File: src/rtl/cnn16_pkg.sv
//------------------------------------------------------------------------------
// Module : cnn16_pkg
// Brief  : Shared constants and the state encoding for the CNN_16 program loader.
// Rev    : 1.0  initial release
//------------------------------------------------------------------------------
`default_nettype none

package cnn16_pkg;

  localparam int AW_DEF        = 12;
  localparam int DW_DEF        = 16;
  localparam int MAX_WORDS_DEF = 4096;

  // First byte of every 16-bit field on the wire is the high byte.
  localparam bit BIG_ENDIAN = 1'b1;

  localparam logic [3:0] S_IDLE  = 4'd0;
  localparam logic [3:0] S_A_HI  = 4'd1;
  localparam logic [3:0] S_A_LO  = 4'd2;
  localparam logic [3:0] S_C_HI  = 4'd3;
  localparam logic [3:0] S_C_LO  = 4'd4;
  localparam logic [3:0] S_D_HI  = 4'd5;
  localparam logic [3:0] S_D_LO  = 4'd6;
  localparam logic [3:0] S_WRITE = 4'd7;
  localparam logic [3:0] S_K_HI  = 4'd8;
  localparam logic [3:0] S_K_LO  = 4'd9;
  localparam logic [3:0] S_FIN   = 4'd10;

  typedef enum logic [3:0] {
    ST_IDLE  = S_IDLE,
    ST_A_HI  = S_A_HI,
    ST_A_LO  = S_A_LO,
    ST_C_HI  = S_C_HI,
    ST_C_LO  = S_C_LO,
    ST_D_HI  = S_D_HI,
    ST_D_LO  = S_D_LO,
    ST_WRITE = S_WRITE,
    ST_K_HI  = S_K_HI,
    ST_K_LO  = S_K_LO,
    ST_FIN   = S_FIN
  } state_t;

endpackage

`default_nettype wire

File: src/rtl/cnn16_word_assembler.sv
//------------------------------------------------------------------------------
// Module : cnn16_word_assembler
// Brief  : Joins a hi/lo byte pair into a 16-bit word; word_valid marks the lo byte.
// Rev    : 1.0  initial release
//------------------------------------------------------------------------------
`default_nettype none

module cnn16_word_assembler
  import cnn16_pkg::*;
(
  input  logic        clk,
  input  logic        rst,
  input  logic        hi_en,
  input  logic        lo_en,
  input  logic [7:0]  byte_in,
  output logic [15:0] word,
  output logic        word_valid
);

  logic [7:0] first_byte;

  always_ff @(posedge clk) begin
    if (rst)
      first_byte <= 8'h00;
    else if (hi_en)
      first_byte <= byte_in;
  end

  // The word is presented in the same cycle the second byte is accepted.
  assign word       = BIG_ENDIAN ? {first_byte, byte_in} : {byte_in, first_byte};
  assign word_valid = lo_en;

endmodule

`default_nettype wire

File: src/rtl/cnn16_prog_loader.sv
//------------------------------------------------------------------------------
// Module : cnn16_prog_loader
// Brief  : Byte-stream to CNN_16 program-RAM loader; holds the CPU in reset while
//          loading. Optional checksum trailer: CNN16_LOADER_CHECKSUM_EN.
// Rev    : 1.0  initial release
//------------------------------------------------------------------------------
`default_nettype none

module cnn16_prog_loader
  import cnn16_pkg::*;
#(
  parameter int AW        = AW_DEF,
  parameter int DW        = DW_DEF,
  parameter int MAX_WORDS = MAX_WORDS_DEF
) (
  input  logic          clkn,
  input  logic          rstn,
  input  logic          start,
  input  logic          in_valid,
  input  logic [7:0]    in_byte,
  output logic          in_ready,
  output logic          sel_out,
  output logic          we_out,
  output logic [AW-1:0] adr_out,
  output logic [DW-1:0] data_out,
  output logic          cpu_rst_out,
  output logic          done,
  output logic          err
);

  localparam int          RW       = $clog2(MAX_WORDS) + 1;
  localparam logic [16:0] MAX_W17  = 17'(MAX_WORDS);
`ifdef CNN16_LOADER_CHECKSUM_EN
  localparam state_t      ST_AFTER = ST_K_HI;
`else
  localparam state_t      ST_AFTER = ST_FIN;
`endif

  state_t        state, state_nxt;
  logic          accept, hi_en, lo_en;
  logic [15:0]   word;
  logic          word_valid;
  logic          count_over, count_zero;
  logic [AW-1:0] adr_ptr;
  logic [RW-1:0] remaining;

  assign accept = in_valid & in_ready;
  assign hi_en  = accept & (state == ST_A_HI || state == ST_C_HI ||
                            state == ST_D_HI || state == ST_K_HI);
  assign lo_en  = accept & (state == ST_A_LO || state == ST_C_LO ||
                            state == ST_D_LO || state == ST_K_LO);

  cnn16_word_assembler u_asm (
    .clk        (clkn),
    .rst        (rstn),
    .hi_en      (hi_en),
    .lo_en      (lo_en),
    .byte_in    (in_byte),
    .word       (word),
    .word_valid (word_valid)
  );

  assign count_over = {1'b0, word} > MAX_W17;
  assign count_zero = (word == 16'h0000);

  always_ff @(posedge clkn) begin
    if (rstn) state <= ST_IDLE;
    else      state <= state_nxt;
  end

  always_comb begin
    state_nxt   = state;
    in_ready    = 1'b0;
    sel_out     = (state != ST_IDLE);
    cpu_rst_out = (state != ST_IDLE);
    we_out      = 1'b0;
    done        = 1'b0;
    case (state)
      ST_IDLE:  if (start) state_nxt = ST_A_HI;
      ST_A_HI:  begin in_ready = 1'b1; if (accept) state_nxt = ST_A_LO; end
      ST_A_LO:  begin in_ready = 1'b1; if (accept) state_nxt = ST_C_HI; end
      ST_C_HI:  begin in_ready = 1'b1; if (accept) state_nxt = ST_C_LO; end
      ST_C_LO: begin
        in_ready = 1'b1;
        if (accept) begin
          if (count_over)      state_nxt = ST_IDLE;
          else if (count_zero) state_nxt = ST_AFTER;
          else                 state_nxt = ST_D_HI;
        end
      end
      ST_D_HI:  begin in_ready = 1'b1; if (accept) state_nxt = ST_D_LO; end
      ST_D_LO:  begin in_ready = 1'b1; if (accept) state_nxt = ST_WRITE; end
      ST_WRITE: begin
        we_out    = 1'b1;
        state_nxt = (remaining == RW'(1)) ? ST_AFTER : ST_D_HI;
      end
`ifdef CNN16_LOADER_CHECKSUM_EN
      ST_K_HI:  begin in_ready = 1'b1; if (accept) state_nxt = ST_K_LO; end
      ST_K_LO:  begin in_ready = 1'b1; if (accept) state_nxt = ST_FIN; end
`endif
      ST_FIN: begin
        done      = ~err;
        state_nxt = ST_IDLE;
      end
      default:  state_nxt = ST_IDLE;
    endcase
  end

`ifdef CNN16_LOADER_CHECKSUM_EN
  logic [15:0] csum;
`endif

  always_ff @(posedge clkn) begin
    if (rstn) begin
      adr_ptr   <= '0;
      remaining <= '0;
      adr_out   <= '0;
      data_out  <= '0;
      err       <= 1'b0;
`ifdef CNN16_LOADER_CHECKSUM_EN
      csum      <= 16'h0000;
`endif
    end else begin
      if (state == ST_IDLE && start) begin
        err <= 1'b0;
`ifdef CNN16_LOADER_CHECKSUM_EN
        csum <= 16'h0000;
`endif
      end
      if (word_valid) begin
        case (state)
          ST_A_LO: adr_ptr <= word[AW-1:0];
          ST_C_LO: begin
            remaining <= word[RW-1:0];
            if (count_over) err <= 1'b1;
          end
          ST_D_LO: begin
            adr_out  <= adr_ptr;
            data_out <= DW'(word);
`ifdef CNN16_LOADER_CHECKSUM_EN
            csum     <= csum + word;
`endif
          end
`ifdef CNN16_LOADER_CHECKSUM_EN
          ST_K_LO: if (word != csum) err <= 1'b1;
`endif
          default: ;
        endcase
      end
      // Pointer wraps naturally at 2**AW.
      if (state == ST_WRITE) begin
        adr_ptr   <= adr_ptr + AW'(1);
        remaining <= remaining - RW'(1);
      end
    end
  end

endmodule

`default_nettype wire

File: config.mk
export PLATFORM = sky130hd
export DESIGN_NAME = cnn16_prog_loader
export DESIGN_NICKNAME = d
export VERILOG_FILES = /design/src/rtl/cnn16_pkg.sv /design/src/rtl/cnn16_word_assembler.sv /design/src/rtl/cnn16_prog_loader.sv
export SDC_FILE = /design/constraint.sdc
export NUM_CORES = 1
export LEC_CHECK = 0
export ABC_AREA = 1
export CAP_MARGIN = 15
export CORE_UTILIZATION = 40
export DETAILED_ROUTE_END_ITERATION = 10
export GPL_TIMING_DRIVEN = 0
export PLACE_DENSITY = 0.7
export SKIP_CTS_REPAIR_TIMING = 1
export SLEW_MARGIN = 40
export SYNTH_ARGS = -nofsm -noshare
export SYNTH_HDL_FRONTEND = slang
export SYNTH_SLANG_ARGS = --single-unit
File: constraint.sdc
create_clock -name clkn -period 3.1 [get_ports clkn]
set_clock_uncertainty 0.15 [all_clocks]
set_input_delay 0.31 -clock clkn [delete_from_list [all_inputs] [get_ports clkn]]
set_output_delay 0.31 -clock clkn [all_outputs]
set_load 0.005 [all_outputs]
* Word level (Yosys, flattened, before mapping)
Index checks and enable logic that the tools add are counted.
Storage, ports and cells: flip-flop bits (word level) 66, latch bits 0, bits in writable memories 0, memory bits (read-only) 0, word-level logic and storage cells 74, memories kept 0
Operators by class: $add $sub $neg 2, multipliers 0, divide/modulo/power cells 0, magnitude comparators 1, eq/ne operators 18, shifts and indexed selects 0, mux-type cells 24, bitwise logic cells 4, reductions and logical operators 18
Operators by type and width (count):
- $mux W4 | 10
- $mux W13 | 3
- $mux W12 | 3
- $pmux W4 S8 | 1
- $eq A4 B3 Y1 const B | 4
- $gt A16 B13 Y1 const B | 1
- $logic_not A16 Y1 | 1
- $ne A2 B2 Y1 const B | 7
- $eq A13 B1 Y1 const B | 1
- $sub A13 B1 Y13 const B | 1
- $add A12 B1 Y12 const B | 1
- $eq A4 B4 Y1 const B | 3
- $eq A4 B2 Y1 const B | 2
- $mux W1 | 7
- $reduce_and A7 Y1 | 1
- $logic_or A1 B1 Y1 | 6
- $reduce_and A2 Y1 | 3
- $reduce_bool A2 Y1 | 3
- $reduce_or A6 Y1 | 1
- $eq A4 B1 Y1 const B | 1
- $logic_not A4 Y1 | 1
- $reduce_bool A4 Y1 | 1
- $and A1 B1 Y1 | 3
- $logic_and A1 B1 Y1 | 1
- $not A1 Y1 | 1

* Logic depth before layout (Yosys ltp)
word-level depth 7, mapped depth 11, depth with buffers taken out 11

* By module
Synthesis repeated with hierarchy kept, for this count alone.
Unflattened totals: cells, all modules 539, area total of the unflattened synthesis 3553.4 um^2
Modules (own cells, without submodules):
- cnn16_prog_loader | times used 1, cells an instance 479, area each 3144.3 um^2, sequential area each 1161.1 um^2
- cnn16_word_assembler | times used 1, cells an instance 60, area each 409.1 um^2, sequential area each 160.2 um^2

* Worst setup path before layout
No wires, ideal clock.
path kind register -> register, start point register state[1], end point register adr_ptr[11], setup time 0.137 ns, arrival time 1.250 ns, data required time 2.813 ns, setup slack 1.564 ns, cell stages (with the launch flop) 9, buffers on the path 1, period minus slack after synthesis 1.536 ns, path through dfxtp_1 nand2_2 nor2_4 inv_2 nor2_4 nor2_4 buf_6 nand2_1 a21oi_1
On the way: cells in the longest elaborated chain, start to end 7, elaborated cells between the ends (all ways) 19, classes of those cells eq/ne (8); mux (2); bitwise (2); reduce/logical (7)
Ends and longest elaborated chain:
- from (decl) | line cnn16_prog_loader.sv:39 | state_t state, state_nxt;
- from (signal assigned) | line cnn16_prog_loader.sv:68 | else state <= state_nxt;
- $eq A4 B1 Y1, or another cell as far along | line cnn16_prog_loader.sv:78 | case (state)
- $reduce_or A6 Y1 (no line) or $logic_or A1 B1 Y1 (tied branches)
- $mux W1 or $logic_or A1 B1 Y1 (tied branches) | line cnn16_prog_loader.sv:78, cnn16_prog_loader.sv:50
- $and A1 B1 Y1 or $logic_or A1 B1 Y1 (tied branches) | line cnn16_prog_loader.sv:47, cnn16_prog_loader.sv:51
- $and A1 B1 Y1 | line cnn16_prog_loader.sv:50 | assign lo_en = accept & (state == ST_A_LO || state == ST_C_LO ||
- $reduce_bool A2 Y1 (no line)
- $reduce_and A2 Y1 (no line)
- to (signal assigned) | line cnn16_prog_loader.sv:132 | ST_A_LO: adr_ptr <= word[AW-1:0];
- to (signal assigned) | line cnn16_prog_loader.sv:152 | adr_ptr <= adr_ptr + AW'(1);
- to (decl) | line cnn16_prog_loader.sv:44 | logic [AW-1:0] adr_ptr;
Parallel ways exist; a longest one is shown, timed or not. A chain may end at the register's enable or synchronous reset.

* Worst setup path in the final report
start point register state[1], end point output we_out
On the way: cells in the longest elaborated chain, start to end 2
Ends and longest elaborated chain:
- $eq A4 B3 Y1 | line cnn16_prog_loader.sv:78
- $mux W1 | line cnn16_prog_loader.sv:78
- to (decl) | line cnn16_prog_loader.sv:23 | output logic we_out,
Every way passes these cells.

==> impl_metrics.py <==
metrics = {
    "yosys": {
        "synth_edf_count": 0,
        "syn_nets": 504,
        "avgSynthCellArea_um2": 6.947,
        "synth_largest_area_cell": "dfxtp_1",
        "seq_area_frac_synth_pct": 38.90,
        "ys_ff_latch": 66,
        "synthTopCellsByArea": "dfxtp_1 (39%), nand2_1 (10%), a21oi_1 (9.9%), nor2_1 (7.4%), o21ai_0 (6.6%)",
        "yosysWarnings": 0,
        "ys_types": 37,
        "netlist_area_um2": 3397,
        "yosysMostFrequentCell": "nand2_1",
        "synth_commonest_cells": "nand2_1 (91), a21oi_1 (67), nor2_1 (67), dfxtp_1 (66), inv_1 (47)",
        "synth-async-reset-ratio_pct": 0,
        "synth_ff_type": "dfxtp_1",
        "netlist_instances": 489,
        "yosys.area.top_type_share_pct": 38.90,
    },
    "clocking": {
        "clockBufferDepth": 2,
        "cts_sinks": 66,
        "cts_made_buffers": 9,
        "cts_tree": "yes",
        "clkTransAtPathRegs_ps": 70,
        "clk_latency_ps": 350,
        "cts_root_buf": "clkbuf_8",
        "htree_levels": 3,
    },
    "worst_setup_path": {
        "path_class": "reg2out",
        "required_ps": 2640,
        "cp_top_family": "buffers and inverters",
        "cp_data_arrival_time_ps": 1950,
        "end_kind": "primary output",
        "path_cells": "nand2_2 -> nor2_4 -> buf_6 -> buf_6 -> clkdlybuf4s50_1",
        "cp_slowest_cell": "dfxtp_1",
        "critPathLaunchType": "flip-flop",
        "crit_top_cell": "buf_6",
        "cpPeakStageDelay_ps": 500,
        "critPathMaxFanout": 10,
        "cp.buffers_inverters": 3,
    },
    "grt": {
        "overflow": 0,
        "grt_pass1_vias": 3135,
        "grt_pass1_wl_um": 15130,
        "grt_usage_pct": 22.13,
        "grt_max_degree": 11,
        "grt_antenna_before_repair": 0,
    },
    "die": {
        "fp.dieW_um": 94.16,
        "io_pins": 46,
        "start_util_pct": 41.34,
        "die_area_um2": 8865,
        "row_count": 33,
        "die_h_um": 94.16,
        "coreArea_um2": 8217,
    },
    "drt": {
        "first_iter_violations": 211,
        "wl_um": 9182,
        "dr.pass1.iters": 5,
        "ant_nets": 0,
        "avgRoutedWirePerCell_um": 14.06,
        "vias": 3440,
        "avgViaCountPerCell": 5.268,
        "drcViolationCount": 0,
    },
    "placement": {
        "place_ws_ps": 968.5,
        "numPortBuffers": 44,
        "place_area_um2": 3969,
        "hpwl_um": 6833,
        "gp_congestion": 0.9073,
        "dp_cells": 638,
    },
    "timing": {
        "max_slew.worst_pin.slew_ps": 584.7,
        "hold_viol": 0,
        "maxSlewViolCount": 0,
        "slew_headroom_pct": 61.02,
        "rsz0062_at_grt": "false",
        "fin_crit_sh_pct": 77.90,
        "setup_viol": 0,
        "timing.fmax_mhz": 414.1,
        "finalCriticalPeriod_ps": 2415,
        "fin_tns_setup_ps": 0,
        "post-route-worst-setup-slack_ps": 685.0,
        "whs_ps": 290.3,
    },
    "layout": {
        "antenna_cells": 0,
        "utilization_pct": 50.78,
        "layout.nets": 559,
        "drive_gt1_share_pct": 10.22,
        "fin_cells": 653,
        "area_growth_pct": 22.84,
        "final_area_um2": 4173,
    },
    "run": {
        "cap_violations": 0,
    },
    "min_path": {
        "min_path_type": "in2reg",
    },
    "power": {
        "max-vdd-ir-drop_v": 0.0003131,
        "leakagePower_nw": 1.633,
        "power.density_nw_per_um2": 516.1,
        "total_power_mw": 2.153,
    },
    "run_status": {
        "status": "finished clean",
    },
}
[cell families after synthesis]
kind of cell / share of synthesized area [%]
compound gates: 22.06
xor+xnor: 0.7736
fa+ha+maj: 1.105
buf+inv: 10.42
flops: 38.90
simple gates: 26.74
[path summary, 6_finish.rpt]
kind           startpoint            end  slack (ps)  cells past startpoint
max              state[1]         we_out         690                      5
min                  rstn  remaining[11]         290                      2
max reg2reg      state[1]    adr_ptr[11]        1300                      8
min reg2reg  remaining[1]   remaining[1]         340                      2
[layout make-up]
class	instances	area, um^2
fill	812	4044
multi-input combinational	347	1722
sequential	66	1321
timing repair buffer	44	440.4
inverter	56	210.2
clock buffer	13	168.9
buffer	20	143.9
tap	105	131.4
clock inverter	2	35.03
[flip-flops by register name (all words and copies together) (netlist names)]
name / cells
data_out: 16
remaining: 13
adr_ptr: 12
err: 1
adr_out: 12
u_asm.first_byte: 8
state: 4
[power by group]
part | internal, mW | switching [mW] | total, mW | leakage, nW
Clock | 0.432 | 0.324 | 0.756 | 0.106
Sequential | 0.883 | 0.0407 | 0.924 | 0.533
Combinational | 0.183 | 0.291 | 0.473 | 0.995
Total | 1.50 | 0.655 | 2.15 | 1.63
[per-layer routing]
| metal | vias to the layer above | global-route usage, % | part of all wire (%) |
|---|---|---|---|
| met5 | - | 0 | 0 |
| met4 | 0 | 8.974 | 2.7 |
| met3 | 21 | 5.097 | 5.3 |
| met2 | 96 | 34.78 | 46 |
| met1 | 1614 | 28.97 | 46 |
| li1 | 1709 | - | - |
[worst register-to-register path: cells and delay by family, from the launching register on]
kind,cells,cell delay [ps]
and+or+nand+nor,5,730
DFF,1,500
AOI/OAI and AO/OA,1,60
buffers and inverters,2,230
[placed cells by master (no fill, tap or decap), types with 4 or more instances in the layout]
master,count
nand2_1,91
nor2_1,67
a21oi_1,67
dfxtp_1,66
inv_1,47
o21ai_0,45
clkdlybuf4s50_1,44
nand3_1,23
clkbuf_8,12
inv_2,9
buf_6,8
clkbuf_1,7
nor2_4,5
a31oi_1,5
nand2_2,4
nor3_1,4
nand4_1,4
buf_2,4
Power figures use the tool's default switching activity.
